**src/rtl/mul_div_sequencer.sv**
```systemverilog
`default_nettype none
// ----------------------------------------------------------------------------
// Module  : mul_div_sequencer
// Brief   : Multi-cycle MULT/MULTU/DIV/DIVU that borrows the shared ALU per iteration
// Revision: 1.0 - initial release
// ----------------------------------------------------------------------------
module mul_div_sequencer #(
  parameter int WIDTH = 32,
  parameter int CNT_W = 5
) (
  input  logic             clk,
  input  logic             rst,
  input  logic             start,
  input  logic [1:0]       op,
  input  logic [WIDTH-1:0] opA,
  input  logic [WIDTH-1:0] opB,
  output logic             busy,
  output logic             done,
  output logic [WIDTH-1:0] hi,
  output logic [WIDTH-1:0] lo,
  output logic             divByZero,
  output logic [WIDTH-1:0] aluIn1,
  output logic [WIDTH-1:0] aluIn2,
  output logic [3:0]       aluOpCode,
  output logic [4:0]       aluShiftAmt,
  input  logic [WIDTH-1:0] aluResult
);

  typedef enum logic [2:0] {
    S_IDLE = 3'd0,
    S_PREP = 3'd1,
    S_ITER = 3'd2,
    S_FIX  = 3'd3,
    S_DONE = 3'd4
  } state_t;

  localparam logic [CNT_W-1:0] c_last = CNT_W'(WIDTH - 1);
  localparam logic [3:0]       c_alu_add = 4'd0;
  localparam logic [3:0]       c_alu_sub = 4'd1;

  state_t               r_state;
  logic [1:0]           r_op;
  logic [WIDTH-1:0]     r_opa;
  logic [WIDTH-1:0]     r_opb;
  logic [WIDTH-1:0]     r_b;
  logic [WIDTH-1:0]     r_acc;
  logic [WIDTH-1:0]     r_lo;
  logic [CNT_W-1:0]     r_cnt;
  logic                 r_signq;
  logic                 r_signr;

  logic                 w_is_div;
  logic                 w_sign_a;
  logic                 w_sign_b;
  logic [WIDTH-1:0]     w_abs_a;
  logic [WIDTH-1:0]     w_abs_b;
  logic                 w_divz;
  logic                 w_iter;
  logic [WIDTH-1:0]     w_rshift;
  logic                 w_rout;
  logic                 w_ge;
  logic                 w_carry;
  logic [2*WIDTH-1:0]   w_prod;
  logic [2*WIDTH-1:0]   w_prod_neg;

  // op[1] selects divide, op[0] selects unsigned
  assign w_is_div = r_op[1];
  assign w_sign_a = ~r_op[0] & r_opa[WIDTH-1];
  assign w_sign_b = ~r_op[0] & r_opb[WIDTH-1];
  assign w_abs_a  = w_sign_a ? -r_opa : r_opa;
  assign w_abs_b  = w_sign_b ? -r_opb : r_opb;
  assign w_divz   = w_is_div && (r_opb == '0);
  assign w_iter   = (r_state == S_ITER);

  // Remainder shifted left with the next dividend bit; rOut is the bit lost off the top
  assign w_rshift = {r_acc[WIDTH-2:0], r_lo[WIDTH-1]};
  assign w_rout   = r_acc[WIDTH-1];
  assign w_ge     = w_rout | (w_rshift >= r_b);

  assign aluIn1      = !w_iter ? '0 : (w_is_div ? w_rshift : r_acc);
  assign aluIn2      = !w_iter ? '0 : ((w_is_div || r_lo[0]) ? r_b : '0);
  assign aluOpCode   = (w_iter && w_is_div) ? c_alu_sub : c_alu_add;
  assign aluShiftAmt = '0;

  // Carry-out of the 32-bit add, recovered from the operand and result sign bits
  assign w_carry = (aluIn1[WIDTH-1] & aluIn2[WIDTH-1]) |
                   ((aluIn1[WIDTH-1] | aluIn2[WIDTH-1]) & ~aluResult[WIDTH-1]);

  assign w_prod     = {r_acc, r_lo};
  assign w_prod_neg = -w_prod;

  always_ff @(posedge clk or posedge rst) begin
    if (rst) begin
      r_state   <= S_IDLE;
      r_op      <= '0;
      r_opa     <= '0;
      r_opb     <= '0;
      r_b       <= '0;
      r_acc     <= '0;
      r_lo      <= '0;
      r_cnt     <= '0;
      r_signq   <= 1'b0;
      r_signr   <= 1'b0;
      busy      <= 1'b0;
      done      <= 1'b0;
      divByZero <= 1'b0;
      hi        <= '0;
      lo        <= '0;
    end else begin
      done <= 1'b0;
      case (r_state)
        S_IDLE, S_DONE: begin
          if (start) begin
            r_op      <= op;
            r_opa     <= opA;
            r_opb     <= opB;
            divByZero <= 1'b0;
            busy      <= 1'b1;
            r_state   <= S_PREP;
          end else begin
            r_state   <= S_IDLE;
          end
        end
        S_PREP: begin
          r_signq <= w_sign_a ^ w_sign_b;
          r_signr <= w_sign_a;
          r_acc   <= '0;
          r_cnt   <= '0;
          if (w_is_div) begin
            r_b  <= w_abs_b;
            r_lo <= w_abs_a;
          end else begin
            r_b  <= w_abs_a;
            r_lo <= w_abs_b;
          end
          r_state <= w_divz ? S_FIX : S_ITER;
        end
        S_ITER: begin
          r_cnt <= r_cnt + CNT_W'(1);
          if (w_is_div) begin
            r_acc <= w_ge ? aluResult : w_rshift;
            r_lo  <= {r_lo[WIDTH-2:0], w_ge};
          end else begin
            r_acc <= {w_carry, aluResult[WIDTH-1:1]};
            r_lo  <= {aluResult[0], r_lo[WIDTH-1:1]};
          end
          if (r_cnt == c_last) begin
            r_state <= S_FIX;
          end
        end
        S_FIX: begin
          busy    <= 1'b0;
          done    <= 1'b1;
          r_state <= S_DONE;
          if (w_divz) begin
            hi        <= r_opa;
            lo        <= '1;
            divByZero <= 1'b1;
          end else if (w_is_div) begin
            lo <= r_signq ? -r_lo : r_lo;
            hi <= r_signr ? -r_acc : r_acc;
          end else if (r_signq) begin
            {hi, lo} <= w_prod_neg;
          end else begin
            {hi, lo} <= w_prod;
          end
        end
        default: begin
          r_state <= S_IDLE;
        end
      endcase
    end
  end

endmodule
`default_nettype wire

```
**config.mk**
```make
export PLATFORM = sky130hd
export DESIGN_NAME = mul_div_sequencer
export DESIGN_NICKNAME = d
export VERILOG_FILES = /design/src/rtl/mul_div_sequencer.sv
export SDC_FILE = /design/constraint.sdc
export NUM_CORES = 1
export LEC_CHECK = 0
export ABC_AREA = 1
export BUFFER_PORTS_ARGS = -buffer_cell sky130_fd_sc_hd__buf_2
export CORE_UTILIZATION = 50
export CTS_CLUSTER_SIZE = 12
export DETAILED_ROUTE_END_ITERATION = 7
export GPL_ROUTABILITY_DRIVEN = 0
export PLACE_DENSITY = 0.73
export SLEW_MARGIN = 0
export SYNTH_ARGS = -nofsm -noshare
export SYNTH_HDL_FRONTEND = slang
export SYNTH_SLANG_ARGS = --single-unit
```
**constraint.sdc**
```tcl
create_clock -name clk -period 14.9 [get_ports clk]
set_clock_uncertainty 0.15 [all_clocks]
set_input_delay 3.725 -clock clk [delete_from_list [all_inputs] [get_ports clk]]
set_output_delay 3.725 -clock clk [all_outputs]
set_load 0.01 [all_outputs]
```
==> results of run 1 <==
worst paths after layout:
path	to	slack, ns	depth (start not counted)	start
worst max-delay path	aluIn2[0]	7.45	5	r_op[1]
worst min-delay path	r_cnt[3]	0.33	1	r_cnt[3]
worst max register to register	r_lo[0]	11.01	10	r_state[1]
worst min register to register	r_cnt[3]	0.33	1	r_cnt[3]
max in group asynchronous	r_opa[5]	10.01	3	rst
min in group asynchronous	lo[3]	3.12	2	rst
registers in the layout (all words and copies together) (netlist names), 5 cells and up:
signal,count
hi,32
lo,32
r_acc,32
r_b,32
r_cnt,5
r_lo,32
r_opa,32
r_opb,32
worst max-delay path, delay by kind of cell, from the launching register on:
kind          cells  cell delay (ns)
simple gates      2             0.66
flops             1             1.08
buf+inv           3             1.20
cells in the mapped netlist (4+ instances only):
library cell,instances,area (um^2)
o21ai_1,24,120
o221ai_1,7,61.3
o21ai_0,206,1030
nand2_1,699,2620
buf_2,14,70.1
nor2_2,12,75.1
clkbuf_1,85,319
o211ai_1,29,218
o21bai_1,33,248
a22oi_1,6,45.0
xor2_1,69,604
a21oi_2,10,87.6
nor4_1,7,43.8
nand2_2,14,87.6
buf_1,16,60.1
o22ai_1,9,56.3
a211oi_1,31,233
nand3b_1,6,45.0
inv_2,14,52.6
nand4_1,24,150
nor3_2,4,40.0
nor3_1,51,255
buf_4,9,67.6
dfrtp_1,239,5980
nand3_2,7,70.1
a21oi_1,52,260
nand3_1,245,1230
buf_6,7,78.8
nor2_1,268,1010
inv_1,221,830
ha_1,38,475
layer usage:
metal	up-vias	track usage (%)	wire length (um)
met5	-	0	13
met4	2	15.7	3050
met3	186	7.34	7570
met2	1175	53.3	26300
met1	8457	48.8	24300
li1	8427	-	-
where the power goes:
part / internal, uW / total [uW] / switching (uW) / leakage [uW]
combinational: 858 / 2820 / 1960 / 0.00599
clock: 422 / 700 / 278 / 0.000448
sequential: 957 / 1340 / 381 / 0.00295
total: 2240 / 4860 / 2620 / 0.00939
cell families (layout without fill, tap and decap cells):
| kind of cell | count (synthesis) | count (layout) | share of synthesized area [%] |
|---|---|---|---|
| simple gates | 1351 | 1351 | 34.5 |
| xor+xnor | 69 | 69 | 3.58 |
| other cells | 1 | 8 | 0.0222 |
| fa+ha+maj | 38 | 38 | 2.82 |
| compound gates | 423 | 423 | 14.7 |
| flops | 239 | 239 | 35.5 |
| buf+inv | 368 | 534 | 8.88 |
area by class of cell:
type                    count  area (um^2)  area share (%)
clock buffers              39          761            3.99
clock inverters            10          156           0.820
inverters                 236          895            4.69
multi-input cells        1889         9430            49.4
flip-flops and latches    239         5980            31.4
well taps                 442          553            2.90
repair buffers            249         1290            6.76
per-stage QoR:
stage	power, uW	cells	util, %
floorplan	3150	2496	-
global placement	3980	3055	55.2
detailed placement	4060	3055	55.2
CTS	4770	3104	58.0
global route	5200	3104	58.0
finish	4860	3104	58.0
==> impl_metrics.tcl, run 1 <==
set metrics [dict create \
    cts.clk_slew.worst_paths_ns 0.07 \
    drv_slew 0 \
    grt_pass1_vias 16400 \
    drive_above_1_share_pct 14.1 \
    die_area_mm2 0.0345 \
    placed_area_mm2 0.0181 \
    layout_commonest_cell "nand2_1" \
    setup_slack_ns 7.45 \
    clock_insertion_delay_worst_skew_ns 0.57 \
    cts.sinks 239 \
    viasPerCell 5.88 \
    syn-cell-area_mm2 0.0169 \
    slowest_stage "dfrtp_4" \
    yosysWarningCount 0 \
    run_status "complete, no violations" \
    post_cts_resized 0 \
    ant_nets 0 \
    dp_hpwl_um 46400 \
    cp_cell_sequence "buf_4 > nor2_2 > buf_4 > nor3_1 > buf_2" \
    cts_htree_levels 1 \
    final_nets 2781 \
    end_kind "primary output" \
    max_freq_mhz 134 \
    crit_type "flip-flop to primary output" \
    area_growth_pct 13.1 \
    grt_pass1_wl_um 92700 \
    rsz0062_at_grt "no" \
    cts.hold.buffers_added 0 \
    p_leak_uw 0.00939 \
    cts_tree "built" \
    design_area_mm2 0.0191 \
    synthArstFlopShare_pct 100 \
    row_count 66 \
    start_util_pct 51.3 \
    drtPass1Iterations 7 \
    cp-start-kind "flip-flop" \
    first_iter_violations 2423 \
    fill_cells 3171 \
    cts_buffers 27 \
    ys_seq_area_share_pct 35.5 \
    cp_max_fo 104 \
    syn_inst 2489 \
    wl_um 61300 \
    dp_slack_ns 8.21 \
    hp-class "flip-flop to flip-flop" \
    clockRootBuffer "clkbuf_16" \
    synth-seq-cells 239 \
    slew_headroom_pct 24.7 \
    grt-ovfl-total 0 \
    syn_area_per_cell_um2 6.77 \
    worst_pin_slew_ns 1.13 \
    synth-edff-count 0 \
    most-common-layout-cells "nand2_1, nor2_1, nand3_1" \
    die_y_um 186 \
    core_area_mm2 0.0329 \
    synth_flop_cell "dfrtp_1" \
    avgRoutedWirePerCell_um 19.7 \
    cpMostUsedCell "buf_4" \
    setup_viol 0 \
    antennaDiodeCount 0 \
    port_buffers 232 \
    post-route-period-util_pct 50.0 \
    crit_required_ns 11.02 \
    max-vdd-ir-drop_v 0.000117 \
    final_hold_viol_count 0 \
    power.density_mw_per_mm2 255 \
    die_w_um 186 \
    vias 18200 \
    post_cts_buffers 0 \
    grt_usage_pct 35.4 \
    slowest_delay_ns 1.08 \
    grt_max_degree 130 \
    cap_violations 0 \
    ios 241 \
    drc 0 \
    critical_path_arrival_ns 3.57 \
    fin_crit_ns 7.45 \
    antenna_found_initial 3 \
    hold_ws_ns 0.328 \
    setup_tns_ns 0 \
    yosysUniqueCellTypes 51 \
    cts_max_path_buffers 3 \
]
Note: power is estimated with default switching activity, not from simulation.
==> inputs of run 2 (changes only) <==
Clock period 14.9 ns to 7.5 ns, I/O delays scaled along.
==> run 2 against run 1 <==
Against the previous run:
- the run now ends with DRC left
- sequential power is 97% higher
- count of clock-buffer cells in the layout shrank 3
- first-iteration DRC count increased by 9.7%
- critical path type unchanged
==> impl_metrics.tcl, run 2 (synthesis results as in run 1) <==
set metrics [dict create \
    run_status "finished with violations" \
    violations "DRC" \
    grt_pass1_vias 16100 \
    min_from "r_cnt[3]" \
    post_cts_buffers 0 \
    holdPathStages 1 \
    grt_max_degree 165 \
    rr_endpoint "r_lo[18]" \
    power_frac_comb_pct 58.0 \
    vias 18200 \
    die_area_mm2 0.0345 \
    grt_pass1_wl_um 92300 \
    critPathLaunch "r_state[1]" \
    avgRoutedWirePerCell_um 19.8 \
    pwr-share-seq_pct 27.4 \
    slew_headroom_pct 24.2 \
    fin_crit_ns 5.18 \
    most-common-layout-cells "nand2_1, nor2_1, nand3_1" \
    row_count 66 \
    first_iter_violations 2659 \
    layout_commonest_cell "nand2_1" \
    grt_usage_pct 35.2 \
    drtPass1Iterations 8 \
    area_growth_pct 13.2 \
    placed_cells 3055 \
    rr_worst_depth 10 \
    p_int_uw 4450 \
    antenna_found_initial 0 \
    cp_max_fo 63 \
    dp_hpwl_um 46300 \
    final_nets 2782 \
    final_hold_viol_count 0 \
    power.share.clock_pct 14.6 \
    cts_tree "built" \
    worstHoldEndpoint "r_cnt[3]" \
    drc 5 \
    max_freq_mhz 193 \
    ios 241 \
    hp-class "flip-flop to flip-flop" \
    viasPerCell 5.86 \
    cts_buffers 28 \
    crit_required_ns 5.48 \
    p_sw_uw 5200 \
    core_area_mm2 0.0329 \
    port_buffers 232 \
    p_leak_uw 0.00940 \
    cts.hold.buffers_added 0 \
    grt-ovfl-total 0 \
    fill_cells 3189 \
    post-route-period-util_pct 69.1 \
    dp_slack_ns 2.96 \
    clockRootBuffer "clkbuf_16" \
    cts_max_path_buffers 3 \
    max-vdd-ir-drop_v 0.000281 \
    cap_violations 0 \
    setup_slack_ns 2.32 \
    die_w_um 186 \
    setup_viol 0 \
    drive_above_1_share_pct 14.1 \
    cts.sinks 239 \
    switching_share_pct 53.9 \
    cts_htree_levels 1 \
    r2r-start "r_state[1]" \
    drv_slew 0 \
    cts.clk_slew.worst_paths_ns 0.06 \
    final_cells 3102 \
    antennaDiodeCount 0 \
    cp-start-kind "flip-flop" \
    critical_path_arrival_ns 3.16 \
    setup_tns_ns 0 \
    wl_um 61300 \
    rsz0062_at_grt "no" \
    post_cts_resized 0 \
    power.density_mw_per_mm2 505 \
    start_util_pct 51.3 \
    ff2ff_setup_slack_ns 3.44 \
    crit_type "flip-flop to primary output" \
    worst_pin_slew_ns 1.13 \
    clock_insertion_delay_worst_skew_ns 0.57 \
    ant_nets 0 \
    die_y_um 186 \
    end_kind "primary output" \
]
run 2: changes by cell type in the layout (fill, tap and decap cells not counted), sizes merged:
cell / delta
clkbuf: -3
clkinv: +3
inv: -3
clkinvlp: +1
run 2: final cells by class:
| class | count | area (um^2) | share of cell area, % |
|---|---|---|---|
| Inverter | 236 | 892 | 4.67 |
| Clock buffer | 36 | 761 | 3.99 |
| Multi-Input combinational cell | 1889 | 9430 | 49.4 |
| Clock inverter | 11 | 169 | 0.885 |
| Tap cell | 442 | 553 | 2.90 |
| Timing Repair Buffer | 249 | 1300 | 6.82 |
| Sequential cell | 239 | 5980 | 31.4 |
run 2: power by group through the flow:
stage | registers, uW | logic, uW | clock network (uW)
after floorplan | 2390 | 3850 | 0
after global placement | 2600 | 5300 | 0
after detailed placement | 2610 | 5420 | 0
after CTS | 2590 | 5450 | 1410
after global routing | 2690 | 6150 | 1470
final | 2640 | 5600 | 1410
run 2: through the flow:
stage / util (%) / instance area, um^2 / hold slack (ns) / power, uW
2_1_floorplan: - / 16900 / 0.290 / 6250
3_3_place_gp: 55.2 / 18200 / 0.303 / 7900
3_5_place_dp: 55.2 / 18200 / 0.317 / 8030
4_1_cts: 58.1 / 19100 / 0.325 / 9460
5_1_grt: 58.1 / 19100 / 0.349 / 10300
6_report: 58.1 / 19100 / 0.321 / 9640
run 2: how the worst max path moves through the flow:
| stage | slack (ns) | to | depth (start not counted) |
|---|---|---|---|
| finish | 2.32 | aluIn2[0] | 7 |
| global route | 2.19 | aluIn2[0] | 7 |
| CTS | 2.37 | aluIn2[0] | 7 |
| detailed placement | 2.96 | aluIn2[0] | 7 |
| global placement | 3.08 | aluIn2[0] | 7 |
| floorplan | 2.34 | busy | 1 |
run 2: critical path, stage by stage, from the launching register on:
cell	delay (ns)
dfrtp_1	0.41
inv_1	0.12
nor3_4	0.11
buf_4	0.57
inv_2	0.32
buf_4	0.41
nor3_1	0.41
buf_2	0.21
run 2: layer usage:
metal	GRT usage [%]	share of wire, %	up-vias
li1	-	-	8431
met1	49.2	40	8365
met2	51.4	41	1199
met3	7.45	13	197
met4	17.6	5.6	0
met5	0	0	-
==> inputs of run 3 (changes only) <==
Settings changed: ABC_AREA 1 to 0, PLACE_DENSITY 0.73 to 0.76.
Clock period 7.5 ns to 4.5 ns, I/O delays scaled along.
==> run 3 against run 2 <==
Against the previous run:
- the flow now finishes without violations
- sequential power grew 77%
- die area shrank 5.9%
- global-route usage down 3.5 points
- synthesized cell count fell by 25%
- critical path depth is 3 lower
- power rose by 55%
- non-clock buffer count increased by 13
- routed wire length shrank 14%
- count of clock-buffer cells in the layout up 4
- via count is 14% lower
- combinational power increased by 43%
- sequential share of layout area grew 1.8 points
==> impl_metrics.tcl, run 3 <==
set metrics [dict create \
    area_growth_pct 13.7 \
    ios 241 \
    die_area_mm2 0.0324 \
    cts.hold.buffers_added 0 \
    synthArstFlopShare_pct 100 \
    synth_top_family_by_area "compound AO/OA/AOI/OAI gates" \
    yosysUniqueCellTypes 65 \
    fill_cells 2699 \
    clock_insertion_delay_worst_skew_ns 0.55 \
    drtPass1Iterations 5 \
    first_iter_violations 1921 \
    core_area_mm2 0.0309 \
    crit_family "simple AND/OR/NAND/NOR gates" \
    synth_area_leader_cell "dfrtp_1" \
    end_kind "primary output" \
    clockRootBuffer "clkbuf_16" \
    synth-seq-cells 239 \
    ys_seq_area_share_pct 37.7 \
    setup_tns_ns 0 \
    grt_pass1_vias 14500 \
    syn-cell-area_mm2 0.0159 \
    muxShareOfSynthArea_pct 10.3 \
    start_util_pct 51.3 \
    die_y_um 180 \
    row_count 64 \
    dp_hpwl_um 37400 \
    worst_pin_slew_ns 1.05 \
    cts.clk_slew.worst_paths_ns 0.07 \
    synth-xor-area-share_pct 5.24 \
    most-common-layout-cells "dfrtp_1, buf_2, nand2_1" \
    p_leak_uw 0.00806 \
    fin_crit_ns 3.78 \
    power.density_mw_per_mm2 829 \
    drv_slew 0 \
    path_buf_inv 2 \
    vias 15600 \
    cts_tree "built" \
    drc 0 \
    synth_flop_cell "dfrtp_1" \
    grt_pass1_wl_um 81800 \
    grt_usage_pct 31.7 \
    cp_max_fo 17 \
    crit_type "flip-flop to primary output" \
    max_freq_mhz 265 \
    post_cts_buffers 0 \
    synth_fa_ha_area_share_pct 3.00 \
    synth_top_cell_area_share_pct 37.7 \
    yosysMostFrequentCell "dfrtp_1" \
    post-route-period-util_pct 84.0 \
    synth-edff-count 0 \
    slew_headroom_pct 30.0 \
    slowest_stage "nor2_2" \
    crit_required_ns 3.22 \
    syn_area_per_cell_um2 8.53 \
    synth_top_cells_by_area "dfrtp_1, mux2i_1, nand2_1" \
    layout_commonest_cell "dfrtp_1" \
    cts_htree_levels 1 \
    synth_simple_gate_area_share_pct 16.5 \
    placed_area_mm2 0.0171 \
    slowest_delay_ns 0.76 \
    yosysWarningCount 0 \
    wl_um 52800 \
    final_hold_viol_count 0 \
    viasPerCell 6.51 \
    cts_max_path_buffers 3 \
    grt_max_degree 199 \
    antenna_found_initial 1 \
    cp_cell_sequence "nor2_2 > buf_4 > nor3_1 > buf_2" \
    run_status "complete, no violations" \
    post_cts_resized 0 \
    final_cells 2390 \
    ff2ff_setup_slack_ns 0.87 \
    cts.sinks 239 \
    p_total_uw 15000 \
    placed_cells 2341 \
    hp-class "flip-flop to flip-flop" \
    setup_viol 0 \
    critical_path_arrival_ns 2.50 \
    design_area_mm2 0.0180 \
    yosys-top-cells-count "dfrtp_1, nand2_1, clkbuf_1" \
    drive_above_1_share_pct 19.3 \
    synth-compound-area-share_pct 21.1 \
    syn_inst 1859 \
    avgRoutedWirePerCell_um 22.1 \
    die_w_um 180 \
    cp-start-kind "flip-flop" \
    ant_nets 0 \
    final_nets 2113 \
    cap_violations 0 \
    grt-ovfl-total 0 \
    rsz0062_at_grt "no" \
    port_buffers 232 \
    max-vdd-ir-drop_v 0.000560 \
    cts_buffers 27 \
]
-- run 3: routing by layer --
layer / up-vias / track usage, % / routed length (um)
li1: 6987 / - / -
met1: 7439 / 43.3 / 21500
met2: 936 / 48.5 / 23100
met3: 201 / 5.50 / 5140
met4: 0 / 16.3 / 3050
met5: - / 0 / 0
-- run 3: kinds of logic after synthesis --
kind of cell             Yosys count
AO/OA/AOI/OAI                    519
other                              1
buffers and inverters            244
adder cells (fa/ha/maj)           38
multiplexers                     156
XOR/XNOR                          95
flip-flops                       239
AND/OR/NAND/NOR                  567
-- run 3: area by class of cell --
class	instances	area (um^2)	area share (%)
Antenna cell	1	2.50	0.0139
Inverter	61	233	1.29
Clock inverter	8	118	0.652
Sequential cell	239	5980	33.2
Tap cell	396	495	2.75
Multi-Input combinational cell	1383	8990	49.8
Clock buffer	40	795	4.40
Timing Repair Buffer	262	1420	7.89
-- run 3: through the flow --
stage               setup slack, ns  hold WS (ns)  util, %
global placement               1.24         0.319     55.4
detailed placement             1.02         0.321     55.4
global route                  0.674         0.366     58.4
floorplan                    0.0912         0.300        -
finish                        0.720         0.337     58.4
CTS                           0.806         0.336     58.4
-- run 3: worst min-delay path, delay by kind of cell, from the launching register on --
family             cells  cell delay [ns]
AOI/OAI and AO/OA      1             0.06
DFF                    1             0.34
and+or+nand+nor        1             0.05
-- run 3: path summary, 6_finish.rpt --
check | start | end | depth (start not counted)
min in group asynchronous | rst | lo[5] | 2
min reg2reg | r_b[12] | r_b[12] | 2
max in group asynchronous | rst | r_op[1] | 3
min | r_b[12] | r_b[12] | 2
max | r_op[1] | aluIn2[31] | 4
max reg2reg | r_opb[2] | hi[9] | 7
-- run 3: power by group --
part	internal (uW)	switching (uW)	total, uW
logic	3100	4900	8000
registers	3150	1500	4660
clock network	1380	915	2300
total	7630	7320	15000
